==> src/rtl/txd_arbiter.sv <==
// Round-robin arbiter/sequencer sharing one 32-bit frame transmitter among NCH requesters.
// Define TXD_ARB_TIMEOUT_EN to enable the frame watchdog and the sticky err flag.
module txd_arbiter #(
  parameter int unsigned NCH         = 4,
  parameter int unsigned TIMEOUT_CYC = 65535
) (
  input  logic              clk,
  input  logic              rst_n,
  input  logic [NCH-1:0]    req,
  input  logic [32*NCH-1:0] req_data,
  output logic [NCH-1:0]    ack,
  output logic [2:0]        grant_id,
  output logic              busy,
  output logic              txd_start,
  output logic [31:0]       txd_data,
  input  logic              txd_ready,
  output logic              err,
  input  logic              err_clr
);

  typedef enum logic [2:0] {IDLE, LAUNCH, WAIT_BUSY, WAIT_DONE, ACK} state_t;

  state_t         state;
  logic [2:0]     rr_ptr;
  logic           found;
  logic [2:0]     win_id;
  logic [31:0]    win_data;
  logic [NCH-1:0] ack_vec;

  // Scan requests starting at rr_ptr and wrapping modulo NCH; first hit wins.
  always_comb begin
    logic [NCH-1:0] rot;
    int unsigned    j;
    found = 1'b0;
    win_id = '0;
    rot = '0;
    j = 0;
    for (int unsigned i = 0; i < NCH; i++) begin
      j = 32'(rr_ptr) + i;
      if (j >= NCH) j = j - NCH;
      rot = req >> j;
      if (!found && rot[0]) begin
        found = 1'b1;
        win_id = 3'(j);
      end
    end
  end

  always_comb begin
    win_data = '0;
    for (int unsigned k = 0; k < NCH; k++) begin
      if (win_id == 3'(k)) win_data = req_data[32*k +: 32];
    end
  end

  assign ack_vec = {{(NCH-1){1'b0}}, 1'b1} << grant_id;

`ifdef TXD_ARB_TIMEOUT_EN
  logic [31:0] wd_cnt;
`else
  logic unused_cfg;
  assign unused_cfg = err_clr | (TIMEOUT_CYC == 0);
  assign err = 1'b0;
`endif

  always_ff @(posedge clk or negedge rst_n) begin
    if (!rst_n) begin
      state     <= IDLE;
      rr_ptr    <= '0;
      ack       <= '0;
      grant_id  <= '0;
      busy      <= 1'b0;
      txd_start <= 1'b0;
      txd_data  <= '0;
`ifdef TXD_ARB_TIMEOUT_EN
      err       <= 1'b0;
      wd_cnt    <= '0;
`endif
    end else begin
      txd_start <= 1'b0;
      ack       <= '0;
`ifdef TXD_ARB_TIMEOUT_EN
      if (err_clr) err <= 1'b0;
`endif
      case (state)
        IDLE: begin
          if (txd_ready && found) begin
            txd_data  <= win_data;
            grant_id  <= win_id;
            busy      <= 1'b1;
            txd_start <= 1'b1;
            state     <= LAUNCH;
          end
        end
        LAUNCH: begin
          state <= WAIT_BUSY;
`ifdef TXD_ARB_TIMEOUT_EN
          wd_cnt <= '0;
`endif
        end
        WAIT_BUSY, WAIT_DONE: begin
`ifdef TXD_ARB_TIMEOUT_EN
          // Watchdog expiry takes priority; the normal wait logic below is its else-branch.
          wd_cnt <= wd_cnt + 32'd1;
          if (wd_cnt == 32'(TIMEOUT_CYC - 1)) begin
            err   <= 1'b1;
            ack   <= ack_vec;
            state <= ACK;
          end else
`endif
          if (state == WAIT_BUSY) begin
            if (!txd_ready) state <= WAIT_DONE;
          end else if (txd_ready) begin
            ack   <= ack_vec;
            state <= ACK;
          end
        end
        ACK: begin
          busy   <= 1'b0;
          rr_ptr <= (grant_id == 3'(NCH - 1)) ? 3'd0 : grant_id + 3'd1;
          state  <= IDLE;
        end
        default: state <= IDLE;
      endcase
    end
  end

endmodule
==> config.mk <==
export PLATFORM = sky130hd
export DESIGN_NAME = txd_arbiter
export DESIGN_NICKNAME = d
export VERILOG_FILES = /design/src/rtl/txd_arbiter.sv
export SDC_FILE = /design/constraint.sdc
export NUM_CORES = 1
export LEC_CHECK = 0
export BUFFER_PORTS_ARGS = -buffer_cell sky130_fd_sc_hd__buf_2
export CAP_MARGIN = 15
export CORE_ASPECT_RATIO = 0.9
export CORE_MARGIN = 2
export CORE_UTILIZATION = 48
export CTS_CLUSTER_SIZE = 25
export DETAILED_ROUTE_END_ITERATION = 12
export PLACE_DENSITY = 0.86
export SLEW_MARGIN = 20
export SYNTH_ARGS = -nofsm -noshare
export SYNTH_HDL_FRONTEND = slang
export SYNTH_SLANG_ARGS = --single-unit
==> constraint.sdc <==
create_clock -name clk -period 7 [get_ports clk]
set_input_delay 1.05 -clock clk [delete_from_list [all_inputs] [get_ports clk]]
set_output_delay 1.05 -clock clk [all_outputs]
set_load 0.05 [all_outputs]
=== Word level (Yosys, flattened, before mapping) ===
Index checks and enable logic that the tools add are counted.

* Register bits after elaboration: 47
* Logic and storage cells: 78

* Add/sub/neg operators: 8
* Order comparisons: 4
* Eq/ne operators: 11
* Shift operators: 5
* Muxes and demuxes: 29
* Reductions and logical operators: 14

{| class="wikitable"
|+ Operators by type and width
! kind !! number
|-
| $mux W32 || 8
|-
| $shr A4 B32 Y1 || 4
|-
| $mux W3 || 9
|-
| $eq A3 B2 Y1 const B || 5
|-
| $sub A4 B3 Y5 const B || 3
|-
| $ge A4 B3 Y1 const B || 3
|-
| $mux W4 || 3
|-
| $pmux W3 S3 || 1
|-
| $add A3 B2 Y4 const B || 2
|-
| $mux W1 || 7
|-
| $eq A3 B1 Y1 const B || 2
|-
| $logic_not A3 Y1 || 2
|-
| $ne A3 B3 Y1 const B || 2
|-
| $add A3 B1 Y4 const B || 1
|-
| $logic_and A1 B1 Y1 || 4
|-
| $reduce_and A2 Y1 || 2
|-
| $shl A1 B3 Y4 const A || 1
|-
| $sub A3 B3 Y4 const B || 1
|-
| $add A3 B1 Y3 const B || 1
|-
| $eq A3 B3 Y1 const B || 1
|-
| $ge A3 B3 Y1 const B || 1
|-
| $logic_not A1 Y1 || 3
|-
| $reduce_and A3 Y1 || 1
|-
| $ne A2 B2 Y1 const B || 1
|-
| 3 further kinds || 3
|}

=== Longest topological paths before layout ===
Gate-level depths: netlist (run 1).

* Depth in word-level cells: 18
* Mapped depth: 12

=== Worst setup path before layout (run 1) ===
No wires, ideal clock.

* Path kind: input to register
* Start point: input port req[0]
* End point: register txd_data[10]
* Library setup time: 133 ps
* Data arrival time: 2,456 ps
* Required time: 6,867 ps
* Slack: 4,411 ps
* Cell stages on the path: 8
* Path buffers: 2
* Cell sequence: a21boi_2 -> a221oi_2 -> o311ai_1 -> o2111ai_1 -> buf_6 -> buf_6 -> mux2i_1 -> o221ai_2

* Longest elaborated chain between the ends: 16

{| class="wikitable"
|+ Ends and longest elaborated chain
! element !! RTL line !! RTL
|-
| start, declared || 9 || <nowiki>input logic [NCH-1:0] req,</nowiki>
|-
| $shr A4 B32 Y1 || 41 || <nowiki>rot = req >> j;</nowiki>
|-
| $mux W1 || 42 || <nowiki>if (!found && rot[0]) begin</nowiki>
|-
| $logic_not A1 Y1 || 42 ||
|-
| $logic_and A1 B1 Y1 || 42 ||
|-
| $mux W1 || 42 ||
|-
| $logic_not A1 Y1 || 42 ||
|-
| $logic_and A1 B1 Y1 || 42 ||
|-
| $mux W1 || 42 ||
|-
| $logic_not A1 Y1 || 42 ||
|-
| $logic_and A1 B1 Y1 || 42 ||
|-
| $mux W3 || 42 ||
|-
| $logic_not A3 Y1 || 52 || <nowiki>if (win_id == 3'(k)) win_data = req_data[32*k +: 32];</nowiki>
|-
| $mux W32 (4 in a row) || 52 ||
|-
| end signal, assigned || 88 || <nowiki>txd_data <= win_data;</nowiki>
|-
| end, declared || 15 || <nowiki>output logic [31:0] txd_data,</nowiki>
|}

Several ways; a longest one is shown, not always the timed one.
A chain may end at the register's enable or synchronous reset.

=== Final worst setup path (run 1) ===
* Start point: register rr_ptr[0]
* End point: register txd_data[3]

* Longest elaborated chain between the ends: 18

{| class="wikitable"
|+ Ends and longest elaborated chain
! element !! RTL line !! RTL
|-
| start, declared || 24 || <nowiki>logic [2:0] rr_ptr;</nowiki>
|-
| start signal, assigned || 120 || <nowiki>rr_ptr <= (grant_id == 3'(NCH - 1)) ? 3'd0 : grant_id + 3'd1;</nowiki>
|-
| parallel branches: the longest is 18 deep, another holds $sub A4 B3 Y5 || n/a ||
|}

Parallel ways; which one is timed is not known.

==> results of run 1 <==
## placed cells by master (no fill, tap or decap), types with 6 or more instances in the layout
| cell type | n |
|---|---|
| mux2i_1 | 65 |
| ha_1 | 6 |
| nand2_1 | 44 |
| buf_2 | 174 |
| inv_1 | 7 |
| o221ai_2 | 29 |
| dfrtp_1 | 47 |
| nand2b_1 | 6 |
## kinds of logic (layout without fill, tap and decap cells)
group | after synthesis | count (layout)
AOI/OAI and AO/OA | 60 | 60
adders and majority gates | 6 | 6
buffers and inverters | 30 | 190
DFF | 47 | 47
muxes | 67 | 67
other | 1 | 1
and+or+nand+nor | 70 | 70
## flip-flops by register name, indices dropped and copies added (netlist names)
register and flops:
grant_id 3, state 3, rr_ptr 3, txd_start 1, txd_data 32, ack 4
busy 1
## cells in the mapped netlist (all sizes together), types with 2 or more instances
library cell  instances
a21boi                3
a21oi                 3
a221oi                2
and2                  5
buf                  22
dfrtp                47
ha                    6
inv                   7
mux2                  2
mux2i                65
nand2                44
nand2b                7
nor2                  3
nor3                  5
o21ai                 7
o221ai               32
o2bb2ai               2
o31a                  2
o31ai                 2
## stage by stage
step	worst slack [ns]	std cells	hold WS [ns]	area [sq um]
finish	2.68	528	0.484	4050
global route	2.43	528	0.509	4050
CTS	2.69	528	0.487	4050
detailed placement	2.71	522	0.463	3980
global placement	2.95	522	0.465	3980
floorplan	4.41	281	0.496	3150
## per-layer routing
layer / vias up / global-route usage, % / routed length [microns]
met2: 117 / 40.5 / 4250
met1: 1325 / 25.0 / 3180
met4: 0 / 5.97 / 110
met5: - / 0 / 0
met3: 11 / 6.61 / 663
li1: 1366 / - / -
## where the power goes
group | internal (mW) | total [mW] | switching [mW]
combinational | 0.431 | 1.25 | 0.820
clock | 0.0667 | 0.147 | 0.0799
sequential | 0.382 | 0.458 | 0.0762
total | 0.880 | 1.86 | 0.977
## area by class of cell
type | count | area (sq um)
Clock buffer | 6 | 72.6
Fill cell | 533 | 2170
Inverter | 7 | 26.3
Multi-Input combinational cell | 204 | 1770
Sequential cell | 47 | 1180
Tap cell | 87 | 109
Timing Repair Buffer | 177 | 893
## tightest hold or removal path: stages (launching register included)
cell and delay (ns):
dfrtp_1 0.35, nand2_1 0.05, nand2_1 0.05
## worst paths after layout
check                      slack (ns)                        to  cells past startpoint
max in group asynchronous        5.84  txd_data[21]$_DFFE_PN0P_                      1
setup / recovery                 2.68   txd_data[3]$_DFFE_PN0P_                      9
setup reg to reg                 2.68   txd_data[3]$_DFFE_PN0P_                      9
min in group asynchronous        0.75          ack[3]$_DFF_PN0_                      1
hold reg to reg                  0.48          busy$_DFFE_PN0P_                      2
hold / removal                   0.48          busy$_DFFE_PN0P_                      2
==> flow_metrics.tcl, run 1 <==
set metrics [dict create \
    yosysTopAreaCell "dfrtp_1" \
    status "completed" \
    critPathBufInv 2 \
    postCtsHoldBufs 0 \
    critPathSlowestCell "o2111ai_4" \
    worst_pin_slew_ns 1.11 \
    die_area_sq_mm 0.00722 \
    num_vias 2819 \
    synth_area_sq_mm 0.00315 \
    final_nets 584 \
    die_x_microns 89.4 \
    setup_viol 0 \
    synth_cell_types 41 \
    die_h_microns 80.8 \
    area_delta_synth_final_pct 28.7 \
    p_leak_nw 2.10 \
    cts_buffers 5 \
    dr.pass1.iters 4 \
    critPathCaptureType "flop" \
    timing.rr.start "rr_ptr[0]$_DFFE_PN0P_" \
    rows 27 \
    finalCritPeriodShare_pct 61.7 \
    min_from "busy$_DFFE_PN0P_" \
    portBuffers 175 \
    synthTopCellsByArea "dfrtp_1, mux2i_1, o221ai_2" \
    avgViaCountPerCell 5.34 \
    path_class "flop to flop" \
    fin_util_pct 65.2 \
    cts_resized 0 \
    relSlewSlack_pct 26.1 \
    async_flop_share_pct 100 \
    clkLatencyLatePin_ns 0.29 \
    synthAdderAreaFrac_pct 2.38 \
    slew_violations 0 \
    layout-drive-gt1-share_pct 50.1 \
    drt_iter0_drc 73 \
    max_freq_mhz 231 \
    ys_ff_latch 47 \
    final-hold-violation-count 0 \
    synthSimpleGateAreaFrac_pct 10.2 \
    synth_edf_count 0 \
    synth_xor_area_share_pct 0 \
    core_area_sq_mm 0.00622 \
    dp_hpwl_microns 6290 \
    fin_tns_setup_ns 0 \
    rsz0062_at_grt "false" \
    antenna_cells 0 \
    yosys_warnings 0 \
    start_util_pct 50.6 \
    cts.sinks 47 \
    seq_area_frac_synth_pct 37.4 \
    htreeDepth 2 \
    grt_pass1_vias 2820 \
    critPathMaxFanout 39 \
    syn_nets 423 \
    vdd_drop_max_v 0.000409 \
    powerDensity_mw_per_mm2 458 \
    cp.arrival_ns 4.45 \
    maxCapViolCount 0 \
    ant_nets 0 \
    wl_microns 8200 \
    syn_avg_cell_area_sq_um 11.2 \
    postCtsSetupBuffers 0 \
    cts-root-buf "clkbuf_8" \
    hold_path_class "flop to flop" \
    clk_pin_slew_worst_paths_ns 0.08 \
    wire_per_inst_microns 15.5 \
    fin_worst_skew_ns 0.00941 \
    synth_top_family_by_area "compound AO/OA/AOI/OAI gates" \
    antenna_found_initial 0 \
    grt-ovfl-total 0 \
    ios 178 \
    grt_pass1_wl_microns 12500 \
    fin_crit_ns 4.32 \
    synthCells 281 \
    synth_top_area_share_pct 37.4 \
    critical_path_required_ns 7.13 \
    power_mw 1.86 \
    gr-usage-all-layers_pct 22.2 \
    routabilityCongestion 0.807 \
    synth_mux_area_share_pct 21.4 \
    post-route-drc-count 0 \
    cp_top_family "compound AO/OA/AOI/OAI gates" \
    cts_tree "yes" \
    max_stage_delay_ns 0.92 \
    clockBufferDepth 2 \
    synth_ff_type "dfrtp_1" \
    path_cells "inv_1 > ha_1 > o21bai_1 > a221oi_2 > o21ai_1 > o2111ai_4 > buf_4 > mux2i_1 > o221ai_2" \
    critPathLaunch "rr_ptr[0]$_DFFE_PN0P_" \
    grt_max_degree 48 \
    synth_compound_area_share_pct 21.6 \
    critPathLaunchType "flop" \
]
No activity file was read; power rests on OpenSTA's default activity.
==> run 2, diff against run 1 <==
- ABC_AREA: not set -> 1
- CORE_UTILIZATION: 48 -> 46
- PLACE_DENSITY: 0.86 -> 0.81
- clock period: 7 -> 4.2 ns (I/O delays scaled with it)
==> flow_metrics.tcl, run 2 <==
set metrics [dict create \
    powerDensity_mw_per_mm2 970 \
    vdd_drop_max_v 0.000639 \
    die_x_microns 95.4 \
    grt_pass1_wl_microns 15900 \
    grt_max_degree 48 \
    cts_resized 0 \
    die_h_microns 86.2 \
    fin_tns_setup_ns 0 \
    antenna_found_initial 0 \
    ant_nets 0 \
    seq_area_frac_synth_pct 34.0 \
    drt_iter0_drc 204 \
    layout_commonest_cell "nand2_1" \
    finalCritPeriodShare_pct 83.7 \
    dp_hpwl_microns 7510 \
    clkLatencyLatePin_ns 0.29 \
    wl_microns 10300 \
    max_stage_delay_ns 0.60 \
    final_area_sq_mm 0.00442 \
    syn_avg_cell_area_sq_um 6.52 \
    path_cells "inv_4 > ha_1 > inv_1 > nand3_1 > nand2_1 > nand2_1 > nand2_4 > nand3_4 > nor2_2 > nand2_1 > nand2_2 > nand2_4 > o21ai_1 > inv_1 > nand2_1 > nand2_1" \
    gr-usage-all-layers_pct 24.3 \
    layout-drive-gt1-share_pct 31.0 \
    htreeDepth 2 \
    slew_violations 0 \
    setup_viol 0 \
    largestRegisters "txd_data: 32 flops, ack: 4 flops" \
    status "completed" \
    fin_crit_ns 3.52 \
    post-route-drc-count 0 \
    yosys_warnings 0 \
    synth_cell_types 32 \
    path_depth 16 \
    cp_top_family "simple AND/OR/NAND/NOR gates" \
    ios 178 \
    avgViaCountPerCell 4.86 \
    power_mw 4.29 \
    grt-ovfl-total 0 \
    clockBufferDepth 2 \
    r2r_slack_ns 0.68 \
    maxCapViolCount 0 \
    cts.sinks 47 \
    placed_area_sq_mm 0.00428 \
    final_cell_mix "nand2_1, buf_2, inv_1, nand3_1, dfrtp_1" \
    pre_cts_ws_ns 0.760 \
    stdcell_count 783 \
    rows 29 \
    hold_path_class "input port to asynchronous set/reset pin" \
    largest_register_ffs 32 \
    synthCells 530 \
    cts_buffers 5 \
    max_freq_mhz 284 \
    fin_worst_skew_ns 0.00278 \
    synth_top_area_share_pct 34.0 \
    cpMostUsedCell "nand2_1" \
    wire_per_inst_microns 13.1 \
    critical_path_required_ns 4.40 \
    async_flop_share_pct 100 \
    clk_pin_slew_worst_paths_ns 0.09 \
    portBuffers 175 \
    postCtsSetupBuffers 0 \
    largest-register "txd_data" \
    critPathBufInv 3 \
    start_util_pct 48.3 \
    cp.arrival_ns 3.71 \
    yosysTopAreaCell "dfrtp_1" \
    p_leak_nw 2.84 \
    core_area_sq_mm 0.00715 \
    critPathCaptureType "flop" \
    critPathLaunchType "flop" \
    place_inst 775 \
    dr.pass1.iters 5 \
    synth_ff_type "dfrtp_1" \
    area_delta_synth_final_pct 27.8 \
    final_nets 831 \
    setup_ws_ns 0.684 \
    synth_edf_count 0 \
    whs_ns 0.328 \
    synthTopCellsByArea "dfrtp_1, nand2_1, inv_1" \
    critPathSlowestCell "nand2_2" \
    final-hold-violation-count 0 \
    path_class "flop to flop" \
    relSlewSlack_pct 46.1 \
    num_vias 3808 \
    fin_util_pct 61.8 \
    grt_pass1_vias 3605 \
    yosysMostFrequentCell "nand2_1" \
    cts-root-buf "clkbuf_8" \
    r2r_cells 16 \
    worst_pin_slew_ns 0.806 \
    postCtsHoldBufs 0 \
    synth_area_sq_mm 0.00346 \
    synth_common_cells "nand2_1, inv_1, nand3_1" \
    syn_nets 672 \
    cts_tree "yes" \
    rsz0062_at_grt "false" \
    critPathMaxFanout 40 \
    die_area_sq_mm 0.00822 \
    routabilityCongestion 0.818 \
    antenna_cells 0 \
    ys_ff_latch 47 \
]
run 2: cell types whose count changed after synthesis, sizes merged, moves of 9 or more:
cell / change
nand2: +174
inv: +77
mux2i: -65
nand3: +59
o21ai: +58
o221ai: -32
nor2: +9
run 2: worst reg2reg max path: cells and delay by family (launching register included):
kind,cells,cell delay [ns]
buf+inv,3,0.38
compound gates,1,0.28
flops,1,0.57
fa+ha+maj,1,0.37
simple gates,11,1.82
run 2: worst paths after layout:
kind / to / startpoint
worst max-delay path: txd_data[28]$_DFFE_PN0P_ / rr_ptr[0]$_DFFE_PN0P_
worst min-delay path: txd_data[27]$_DFFE_PN0P_ / rst_n
worst max register to register: txd_data[28]$_DFFE_PN0P_ / rr_ptr[0]$_DFFE_PN0P_
worst min register to register: txd_data[12]$_DFFE_PN0P_ / txd_data[12]$_DFFE_PN0P_
max in group asynchronous: txd_data[18]$_DFFE_PN0P_ / rst_n
min in group clk: txd_data[12]$_DFFE_PN0P_ / txd_data[12]$_DFFE_PN0P_
run 2: logic make-up after synthesis:
logic type | after synthesis | synth area share (%)
AOI/OAI and AO/OA | 68 | 10.6
adders and majority gates | 6 | 2.17
buffers and inverters | 110 | 14.8
DFF | 47 | 34.0
other | 1 | 0.109
and+or+nand+nor | 298 | 38.3
run 2: area by class of cell:
cell class	count	area, sq um
inverter	85	322
tap	93	116
clock inverter	3	67.6
sequential	47	1180
timing repair buffer	177	893
fill	676	2730
multi-input combinational	373	1770
clock buffer	5	68.8
run 2: power breakdown:
group          switching, mW  internal (mW)  leakage [nW]
sequential             0.121          0.645         0.594
clock                  0.156          0.237        0.0644
combinational           2.30          0.823          2.18
run 2: per-layer routing:
layer / track usage [%] / vias to the layer above / share of wire (%)
li1: - / 1952 / -
met1: 30.3 / 1687 / 43
met2: 44.4 / 159 / 48
met3: 2.87 / 10 / 7.6
met4: 6.32 / 0 / 1.1
met5: 0 / - / 0
